--- src/rtl/reorder_buffer.sv ---
// reorder_buffer: circular in-order reorder buffer downstream of dispatch.
//
// Allocates one entry per dispatched instruction at the tail, marks entries
// done from three completion ports, and retires at most one done entry per
// cycle from the head. A branch mispredict discards every entry younger than
// the branch in one cycle.
//
// Ports:
//   clk, reset             - clock, synchronous active-high reset
//   rob_we_in, rob_pd_new_in, rob_pd_old_in, rob_pc_in
//                          - allocate request and entry payload from dispatch
//   rob_tag_out            - tag the next allocation receives (current tail)
//   rob_full_out           - count == DEPTH
//   cmpl_valid_N, cmpl_tag_N (N = 0..2)
//                          - completion strobes and tags
//   commit_valid_out, commit_pd_new_out, commit_pd_old_out, commit_pc_out
//                          - head entry retiring this cycle (zero when idle)
//   commit_free_valid_out  - retiring pd_old goes back to the free list
//   mispredict, mispredict_tag
//                          - flush everything younger than mispredict_tag
//   empty_out              - count == 0

// One ROB slot: valid/done state and the payload captured at allocation.
module rob_entry #(
  parameter int PREG_W = 7
) (
  input  logic              clk,
  input  logic              reset,
  input  logic              alloc,
  input  logic              cmpl,
  input  logic              clear,
  input  logic [PREG_W-1:0] pd_new_in,
  input  logic [PREG_W-1:0] pd_old_in,
  input  logic [31:0]       pc_in,
  output logic              valid,
  output logic              done,
  output logic [PREG_W-1:0] pd_new,
  output logic [PREG_W-1:0] pd_old,
  output logic [31:0]       pc
);
  // alloc and clear never target the same slot in one cycle: alloc is blocked
  // during a flush, and alloc at head while committing only happens when full,
  // where alloc is dropped. clear beats cmpl so flushed/retired tags stay clean.
  always_ff @(posedge clk) begin
    if (reset) begin
      valid  <= 1'b0;
      done   <= 1'b0;
      pd_new <= '0;
      pd_old <= '0;
      pc     <= '0;
    end else if (alloc) begin
      valid  <= 1'b1;
      done   <= 1'b0;
      pd_new <= pd_new_in;
      pd_old <= pd_old_in;
      pc     <= pc_in;
    end else if (clear) begin
      valid <= 1'b0;
      done  <= 1'b0;
    end else if (cmpl && valid) begin
      done <= 1'b1;
    end
  end
endmodule

module reorder_buffer #(
  parameter int DEPTH  = 32,
  parameter int TAG_W  = 5,
  parameter int PREG_W = 7
) (
  input  logic              clk,
  input  logic              reset,
  input  logic              rob_we_in,
  input  logic [PREG_W-1:0] rob_pd_new_in,
  input  logic [PREG_W-1:0] rob_pd_old_in,
  input  logic [31:0]       rob_pc_in,
  output logic [TAG_W-1:0]  rob_tag_out,
  output logic              rob_full_out,
  input  logic              cmpl_valid_0,
  input  logic [TAG_W-1:0]  cmpl_tag_0,
  input  logic              cmpl_valid_1,
  input  logic [TAG_W-1:0]  cmpl_tag_1,
  input  logic              cmpl_valid_2,
  input  logic [TAG_W-1:0]  cmpl_tag_2,
  output logic              commit_valid_out,
  output logic [PREG_W-1:0] commit_pd_new_out,
  output logic [PREG_W-1:0] commit_pd_old_out,
  output logic              commit_free_valid_out,
  output logic [31:0]       commit_pc_out,
  input  logic              mispredict,
  input  logic [TAG_W-1:0]  mispredict_tag,
  output logic              empty_out
);
  localparam logic [TAG_W-1:0] TAG_ONE = TAG_W'(1);
  localparam logic [TAG_W:0]   CNT_ONE = (TAG_W+1)'(1);
  localparam logic [TAG_W:0]   CNT_MAX = (TAG_W+1)'(DEPTH);

  logic [TAG_W-1:0]  head, tail, head_next, tail_next;
  logic [TAG_W:0]    count, count_next;
  logic [TAG_W-1:0]  flush_lim, br_dist;
  logic              alloc, commit;

  logic [DEPTH-1:0]  valid, done, alloc_sel, cmpl_hit, clear;
  logic [PREG_W-1:0] pd_new_q [DEPTH];
  logic [PREG_W-1:0] pd_old_q [DEPTH];
  logic [31:0]       pc_q     [DEPTH];

  assign rob_full_out = (count == CNT_MAX);
  assign empty_out    = (count == '0);
  assign rob_tag_out  = tail;

  // Full is the pre-commit flag, so a full ROB never reuses the retiring slot
  // in the same cycle.
  assign alloc  = rob_we_in && !rob_full_out && !mispredict;
  assign commit = valid[head] && done[head];

  assign commit_valid_out      = commit;
  assign commit_pd_new_out     = commit ? pd_new_q[head] : '0;
  assign commit_pd_old_out     = commit ? pd_old_q[head] : '0;
  assign commit_pc_out         = commit ? pc_q[head]     : '0;
  assign commit_free_valid_out = commit && (pd_old_q[head] != '0);

  // Younger entries sit at distance 1..flush_lim past the branch. When the
  // branch is the youngest entry flush_lim is 0 and nothing is flushed, which
  // also keeps a full ROB full.
  assign flush_lim = tail - mispredict_tag - TAG_ONE;

  always_comb begin
    alloc_sel = '0;
    cmpl_hit  = '0;
    clear     = '0;
    for (int i = 0; i < DEPTH; i++) begin
      alloc_sel[i] = alloc && (tail == TAG_W'(i));
      cmpl_hit[i]  = (cmpl_valid_0 && (cmpl_tag_0 == TAG_W'(i))) ||
                     (cmpl_valid_1 && (cmpl_tag_1 == TAG_W'(i))) ||
                     (cmpl_valid_2 && (cmpl_tag_2 == TAG_W'(i)));
      clear[i]     = (commit && (head == TAG_W'(i))) ||
                     (mispredict &&
                      ((TAG_W'(i) - mispredict_tag) != '0) &&
                      ((TAG_W'(i) - mispredict_tag) <= flush_lim));
    end
  end

  for (genvar g = 0; g < DEPTH; g++) begin : g_entry
    rob_entry #(.PREG_W(PREG_W)) u_entry (
      .clk       (clk),
      .reset     (reset),
      .alloc     (alloc_sel[g]),
      .cmpl      (cmpl_hit[g]),
      .clear     (clear[g]),
      .pd_new_in (rob_pd_new_in),
      .pd_old_in (rob_pd_old_in),
      .pc_in     (rob_pc_in),
      .valid     (valid[g]),
      .done      (done[g]),
      .pd_new    (pd_new_q[g]),
      .pd_old    (pd_old_q[g]),
      .pc        (pc_q[g])
    );
  end

  always_comb begin
    head_next = commit ? head + TAG_ONE : head;
    br_dist   = mispredict_tag - head_next;
    if (mispredict) begin
      tail_next = mispredict_tag + TAG_ONE;
      // Branch retiring this cycle leaves nothing behind it.
      if (commit && (head == mispredict_tag))
        count_next = '0;
      else
        count_next = {1'b0, br_dist} + CNT_ONE;
    end else begin
      tail_next  = alloc ? tail + TAG_ONE : tail;
      count_next = count + {{TAG_W{1'b0}}, alloc} - {{TAG_W{1'b0}}, commit};
    end
  end

  always_ff @(posedge clk) begin
    if (reset) begin
      head  <= '0;
      tail  <= '0;
      count <= '0;
    end else begin
      head  <= head_next;
      tail  <= tail_next;
      count <= count_next;
    end
  end
endmodule

--- config.mk ---
export PLATFORM = sky130hd
export DESIGN_NAME = reorder_buffer
export DESIGN_NICKNAME = d
export VERILOG_FILES = /design/src/rtl/reorder_buffer.sv
export SDC_FILE = /design/constraint.sdc
export NUM_CORES = 2
export LEC_CHECK = 0
export BUFFER_PORTS_ARGS = -buffer_cell sky130_fd_sc_hd__buf_4
export CAP_MARGIN = 10
export CELL_PAD_IN_SITES_DETAIL_PLACEMENT = 0
export CELL_PAD_IN_SITES_GLOBAL_PLACEMENT = 1
export CORE_MARGIN = 5
export CORE_UTILIZATION = 48
export CTS_CLUSTER_SIZE = 30
export DETAILED_ROUTE_END_ITERATION = 8
export PLACE_DENSITY = 0.86
export SYNTH_ARGS = -nofsm -noshare
export SYNTH_HDL_FRONTEND = slang
export SYNTH_SLANG_ARGS = --single-unit
--- constraint.sdc ---
create_clock -name clk -period 5.8 [get_ports clk]
set_clock_uncertainty 0.05 [all_clocks]
set_input_delay 0.87 -clock clk [delete_from_list [all_inputs] [get_ports clk]]
set_output_delay 0.87 -clock clk [all_outputs]
set_load 0.01 [all_outputs]
==> impl_metrics.xml <==
<?xml version="1.0" encoding="UTF-8"?>
<metrics>
  <group name="outcome">
    <metric name="outcome" unit="">complete, but fails checks</metric>
    <metric name="failing_checks" unit="">design-rule violations</metric>
  </group>
  <group name="sta">
    <metric name="fmax" unit="MHz">185.7</metric>
    <metric name="finalHoldViolations" unit="">0</metric>
    <metric name="final.hold.worst_slack" unit="ps">324.9</metric>
    <metric name="post_route_setup_tns" unit="ps">0</metric>
    <metric name="period_needed" unit="ps">5386</metric>
    <metric name="finalSetupViolCount" unit="">0</metric>
    <metric name="finalMaxSlewViolations" unit="">0</metric>
    <metric name="unrepaired_setup_endpoints_after_global_routing" unit="">no</metric>
    <metric name="tightestPinTransition" unit="ps">1245</metric>
    <metric name="fin_crit_sh" unit="">0.9286</metric>
    <metric name="slew_headroom" unit="">0.1702</metric>
  </group>
  <group name="synth">
    <metric name="synth-xor-area-share" unit="">0.006804</metric>
    <metric name="synth_async_sr_flop_share" unit="">0</metric>
    <metric name="synth.yosys.warnings" unit="">0</metric>
    <metric name="synth_cells" unit="">8294</metric>
    <metric name="largest_family_of_logic_cells_by_synthesized_area" unit="">simple AND/OR/NAND/NOR gates</metric>
    <metric name="synth_simple_gate_area_frac" unit="">0.1845</metric>
    <metric name="yosys.cell_types.count" unit="">55</metric>
    <metric name="avgSynthCellArea" unit="um^2">8.381</metric>
    <metric name="mappedNetlistNets" unit="">8472</metric>
    <metric name="complex_gate_fraction_of_the_synthesized_area" unit="">0.1413</metric>
    <metric name="post_synth_edffs" unit="">0</metric>
    <metric name="synth.mux.area_fraction" unit="">0.1518</metric>
    <metric name="synth-seq-cells" unit="">1552</metric>
    <metric name="ys_dominant_reg_cell" unit="">sky130_fd_sc_hd__dfxtp_1</metric>
    <metric name="synth_area_leader_cell" unit="">sky130_fd_sc_hd__dfxtp_1</metric>
    <metric name="seq_area_frac_synth" unit="">0.4470</metric>
    <metric name="syn_std_cell_area" unit="mm^2">0.06951</metric>
    <metric name="netlist.area_leader.share" unit="">0.4470</metric>
    <metric name="netlist_top_cells_area" unit="">sky130_fd_sc_hd__dfxtp_1, sky130_fd_sc_hd__nand2_1, sky130_fd_sc_hd__mux4_2, sky130_fd_sc_hd__a21oi_1, sky130_fd_sc_hd__clkbuf_1</metric>
    <metric name="synthAdderAreaFrac" unit="">0.01922</metric>
  </group>
  <group name="place">
    <metric name="io_buffer_count" unit="">127</metric>
    <metric name="placedInstanceArea" unit="mm^2">0.07167</metric>
    <metric name="gp_congestion" unit="">0.8927</metric>
    <metric name="post-dp-hpwl" unit="um">136900</metric>
  </group>
  <group name="power">
    <metric name="net_switching_component_of_the_power" unit="uW">5623</metric>
    <metric name="power_density" unit="mW/mm^2">297.7</metric>
    <metric name="flop_pwr_share" unit="">0.470</metric>
    <metric name="share_clk_of_total_power" unit="">0.460</metric>
    <metric name="static-leakage-power" unit="uW">0.02476</metric>
    <metric name="p_int" unit="uW">17310</metric>
    <metric name="switching_share" unit="">0.2452</metric>
    <metric name="ir_worst_vdd" unit="mV">0.3514</metric>
    <metric name="post-layout-total-power" unit="uW">22930</metric>
    <metric name="comb_power_share" unit="">0.070</metric>
  </group>
  <group name="routing">
    <metric name="post_drt_via_cell_ratio" unit="">6.168</metric>
    <metric name="drt-initial-drc-count" unit="">8626</metric>
    <metric name="detail_route.drc_violations" unit="">1</metric>
    <metric name="detail_route.first_pass.iterations" unit="">9</metric>
    <metric name="post_drt_wl_per_cell" unit="um">25.84</metric>
    <metric name="number_of_nets_with_antenna_violations_after_routing" unit="">0</metric>
    <metric name="via_count" unit="">61420</metric>
    <metric name="routed_wl" unit="um">257300</metric>
  </group>
  <group name="final_layout">
    <metric name="finish.instance_area" unit="mm^2">0.07702</metric>
    <metric name="final_core_utilization" unit="">0.5355</metric>
    <metric name="drive_gt1_frac" unit="">0.1282</metric>
    <metric name="areaGrowthSynthToFinish" unit="%">10.81</metric>
    <metric name="fillerInstances" unit="">12870</metric>
    <metric name="nNetsFinal" unit="">8099</metric>
  </group>
  <group name="cts">
    <metric name="clock-root-buffer" unit="">sky130_fd_sc_hd__clkbuf_16</metric>
    <metric name="cts.sink_count" unit="">1552</metric>
    <metric name="cts_buffer_depth" unit="">3</metric>
    <metric name="clock_buffers_created_by_tritoncts" unit="">160</metric>
    <metric name="post_cts_resize_count" unit="">0</metric>
    <metric name="cts_hold_repair.buffers" unit="">0</metric>
    <metric name="tritoncts_clock_tree" unit="">built</metric>
    <metric name="cts_htree_levels" unit="">4</metric>
    <metric name="cts_setup_buffers" unit="">0</metric>
    <metric name="cts_clock_pin_slew_for_the_worst_setup_and_hold_paths" unit="ps">70</metric>
    <metric name="insertion_delay" unit="ps">810</metric>
  </group>
  <group name="die">
    <metric name="fp.coreArea" unit="mm^2">0.1438</metric>
    <metric name="die_width" unit="um">390.5</metric>
    <metric name="io-pin-count" unit="">128</metric>
    <metric name="floorplan.initialDensity" unit="">0.4833</metric>
    <metric name="chipHeight" unit="um">390.5</metric>
    <metric name="fp-row-count" unit="">139</metric>
    <metric name="design.die.area" unit="mm^2">0.1525</metric>
  </group>
  <group name="worst_hold_path">
    <metric name="hold_depth" unit="">2</metric>
    <metric name="holdCritPathClass" unit="">primary input to flop</metric>
  </group>
  <group name="setup_path">
    <metric name="cp_data_arrival_time" unit="ps">4470</metric>
    <metric name="critPathSlowestCell" unit="">sky130_fd_sc_hd__dfxtp_4</metric>
    <metric name="cp.depth" unit="">7</metric>
    <metric name="critical_path.max_fanout" unit="">66</metric>
    <metric name="setup.worst_path.end_class" unit="">output pin</metric>
    <metric name="cp.buffers_inverters" unit="">2</metric>
    <metric name="rr_worst_depth" unit="">13</metric>
    <metric name="crit_type" unit="">flop to output pin</metric>
    <metric name="critical_path.cell_chain" unit="">buf_4, mux4_2, mux4_2, mux2i_1, and4_1, a41oi_1, buf_4</metric>
    <metric name="timing.critical_path.max_delay_family" unit="">multiplexers</metric>
    <metric name="cp-start-kind" unit="">flop</metric>
    <metric name="slowest_delay" unit="ps">1070</metric>
    <metric name="critPathRequiredTime" unit="ps">4880</metric>
  </group>
  <group name="global_routing">
    <metric name="grt_pass1_wl" unit="um">378200</metric>
    <metric name="grt_util_all_layers" unit="">0.3282</metric>
    <metric name="vias_in_the_first_global_route" unit="">57830</metric>
    <metric name="grt_start_max_net_pins" unit="">209</metric>
    <metric name="grt_antenna_before_repair" unit="">7</metric>
    <metric name="global_route_total_overflow" unit="">0</metric>
  </group>
  <group name="job">
    <metric name="drv_cap" unit="">0</metric>
  </group>
</metrics>
through the flow:
| stage | setup slack, ps | instances |
|---|---|---|
| after floorplan | 1032 | 8294 |
| after global placement | 1357 | 9662 |
| after detailed placement | 1288 | 9662 |
| after CTS | 425.3 | 9952 |
| after global routing | 306.8 | 9953 |
| final | 414.4 | 9957 |
registers in the layout, indices dropped and copies added (netlist names):
name                    cells
head                        5
rob_tag_out                 5
g_entry.u_entry.done       32
count                       6
g_entry.u_entry.pd_new    224
g_entry.u_entry.valid      32
g_entry.u_entry.pc       1024
g_entry.u_entry.pd_old    224
cells in the mapped netlist (3+ instances only):
master                     count
sky130_fd_sc_hd__o22a_1       24
sky130_fd_sc_hd__ha_1        102
sky130_fd_sc_hd__nor2_1      122
sky130_fd_sc_hd__o22ai_1      29
sky130_fd_sc_hd__nor2b_1      17
sky130_fd_sc_hd__buf_1       129
sky130_fd_sc_hd__nor4_1        5
sky130_fd_sc_hd__dfxtp_1    1552
sky130_fd_sc_hd__clkbuf_1    608
sky130_fd_sc_hd__a21oi_1    1629
sky130_fd_sc_hd__a31oi_1      29
sky130_fd_sc_hd__xor2_1       14
sky130_fd_sc_hd__xnor2_1      40
sky130_fd_sc_hd__buf_6         3
sky130_fd_sc_hd__nand2b_1     10
sky130_fd_sc_hd__o21ai_0     107
sky130_fd_sc_hd__o32a_1        8
sky130_fd_sc_hd__a211oi_1      4
sky130_fd_sc_hd__nand2_1    3064
sky130_fd_sc_hd__o21ai_1       8
sky130_fd_sc_hd__buf_2        34
sky130_fd_sc_hd__a21o_1       32
sky130_fd_sc_hd__nor3_1        9
sky130_fd_sc_hd__and3_1        9
sky130_fd_sc_hd__fa_1          3
sky130_fd_sc_hd__and2_1        4
sky130_fd_sc_hd__mux2i_1       9
sky130_fd_sc_hd__nand3_1      43
sky130_fd_sc_hd__nand4_1       5
sky130_fd_sc_hd__nor3b_1      26
sky130_fd_sc_hd__mux4_2      464
sky130_fd_sc_hd__inv_1       119
power by group through the flow:
| stage | clock network (uW) | registers (uW) | logic, uW |
|---|---|---|---|
| floorplan | 0 | 11000 | 1070 |
| global placement | 0 | 11000 | 1540 |
| detailed placement | 0 | 11000 | 1570 |
| CTS | 10600 | 10800 | 1570 |
| global route | 11000 | 10800 | 1740 |
| finish | 10500 | 10800 | 1610 |
worst reg2reg max path: cells and delay by family (launching register included):
kind	cells	cell delay [ps]
compound gates	7	1780
flops	1	1070
simple gates	3	590
mux	1	560
fa+ha+maj	1	310
buf+inv	1	110
per-layer routing:
layer | routed length [um] | vias up | share of wire | global-route usage
met5 | 30 | - | 0.00012 | 0
met4 | 15260 | 6 | 0.059 | 0.1687
met3 | 30400 | 827 | 0.12 | 0.07338
met2 | 114900 | 3700 | 0.45 | 0.5112
met1 | 96690 | 29710 | 0.38 | 0.4312
li1 | - | 27170 | - | -
final timing paths:
path | start | slack (ps) | to
max | head[0] | 410 | commit_free_valid_out
min | mispredict_tag[0] | 320 | rob_tag_out[0]
max reg2reg | head[0] | 1210 | count[4]
min reg2reg | g_entry[7].u_entry.pc[4] | 400 | g_entry[7].u_entry.pc[4]
layout make-up:
cell class              count  area [um^2]  area share
diodes                      5        12.51   0.0001624
clock inverters            47        563.0    0.007310
flip-flops and latches   1552        31080      0.4036
clock buffers             243         4782     0.06209
inverters                 122        457.9    0.005946
multi-input cells        5845        35510      0.4610
well taps                1903         2381     0.03091
repair buffers            240         2235     0.02901
placed cells by master (no fill, tap or decap), types with 5 or more instances in the layout:
cell,n
sky130_fd_sc_hd__ha_1,102
sky130_fd_sc_hd__inv_1,119
sky130_fd_sc_hd__clkbuf_1,42
sky130_fd_sc_hd__xor2_1,13
sky130_fd_sc_hd__mux2i_1,9
sky130_fd_sc_hd__nand2_4,32
sky130_fd_sc_hd__nor3_1,9
sky130_fd_sc_hd__clkbuf_8,36
sky130_fd_sc_hd__nor2_4,32
sky130_fd_sc_hd__clkinv_2,17
sky130_fd_sc_hd__buf_12,34
sky130_fd_sc_hd__diode_2,5
sky130_fd_sc_hd__nor2b_1,17
sky130_fd_sc_hd__o32a_1,8
sky130_fd_sc_hd__nor3b_1,26
sky130_fd_sc_hd__nand3_1,43
sky130_fd_sc_hd__nor2_1,90
sky130_fd_sc_hd__nand2b_1,10
sky130_fd_sc_hd__dfxtp_1,1548
sky130_fd_sc_hd__inv_6,6
sky130_fd_sc_hd__bufinv_16,8
sky130_fd_sc_hd__o22ai_1,29
sky130_fd_sc_hd__nand4_1,5
sky130_fd_sc_hd__a21oi_1,1629
sky130_fd_sc_hd__o22a_1,24
sky130_fd_sc_hd__buf_4,205
sky130_fd_sc_hd__mux4_2,464
sky130_fd_sc_hd__o21ai_1,8
sky130_fd_sc_hd__and3_1,9
sky130_fd_sc_hd__nand2_1,3032
sky130_fd_sc_hd__clkbuf_16,165
sky130_fd_sc_hd__o21ai_0,107
sky130_fd_sc_hd__a21o_1,32
sky130_fd_sc_hd__clkinvlp_4,6
sky130_fd_sc_hd__a31oi_1,29
sky130_fd_sc_hd__xnor2_1,39
cell families (layout without fill, tap and decap cells):
kind of cell | after synthesis | in the layout
AND/OR/NAND/NOR | 3326 | 3326
AO/OA/AOI/OAI | 1886 | 1886
flip-flops | 1552 | 1552
buffers and inverters | 897 | 652
multiplexers | 474 | 474
adder cells (fa/ha/maj) | 105 | 105
XOR/XNOR | 54 | 54
other | 0 | 5
No activity file was read; power rests on OpenSTA's default activity.
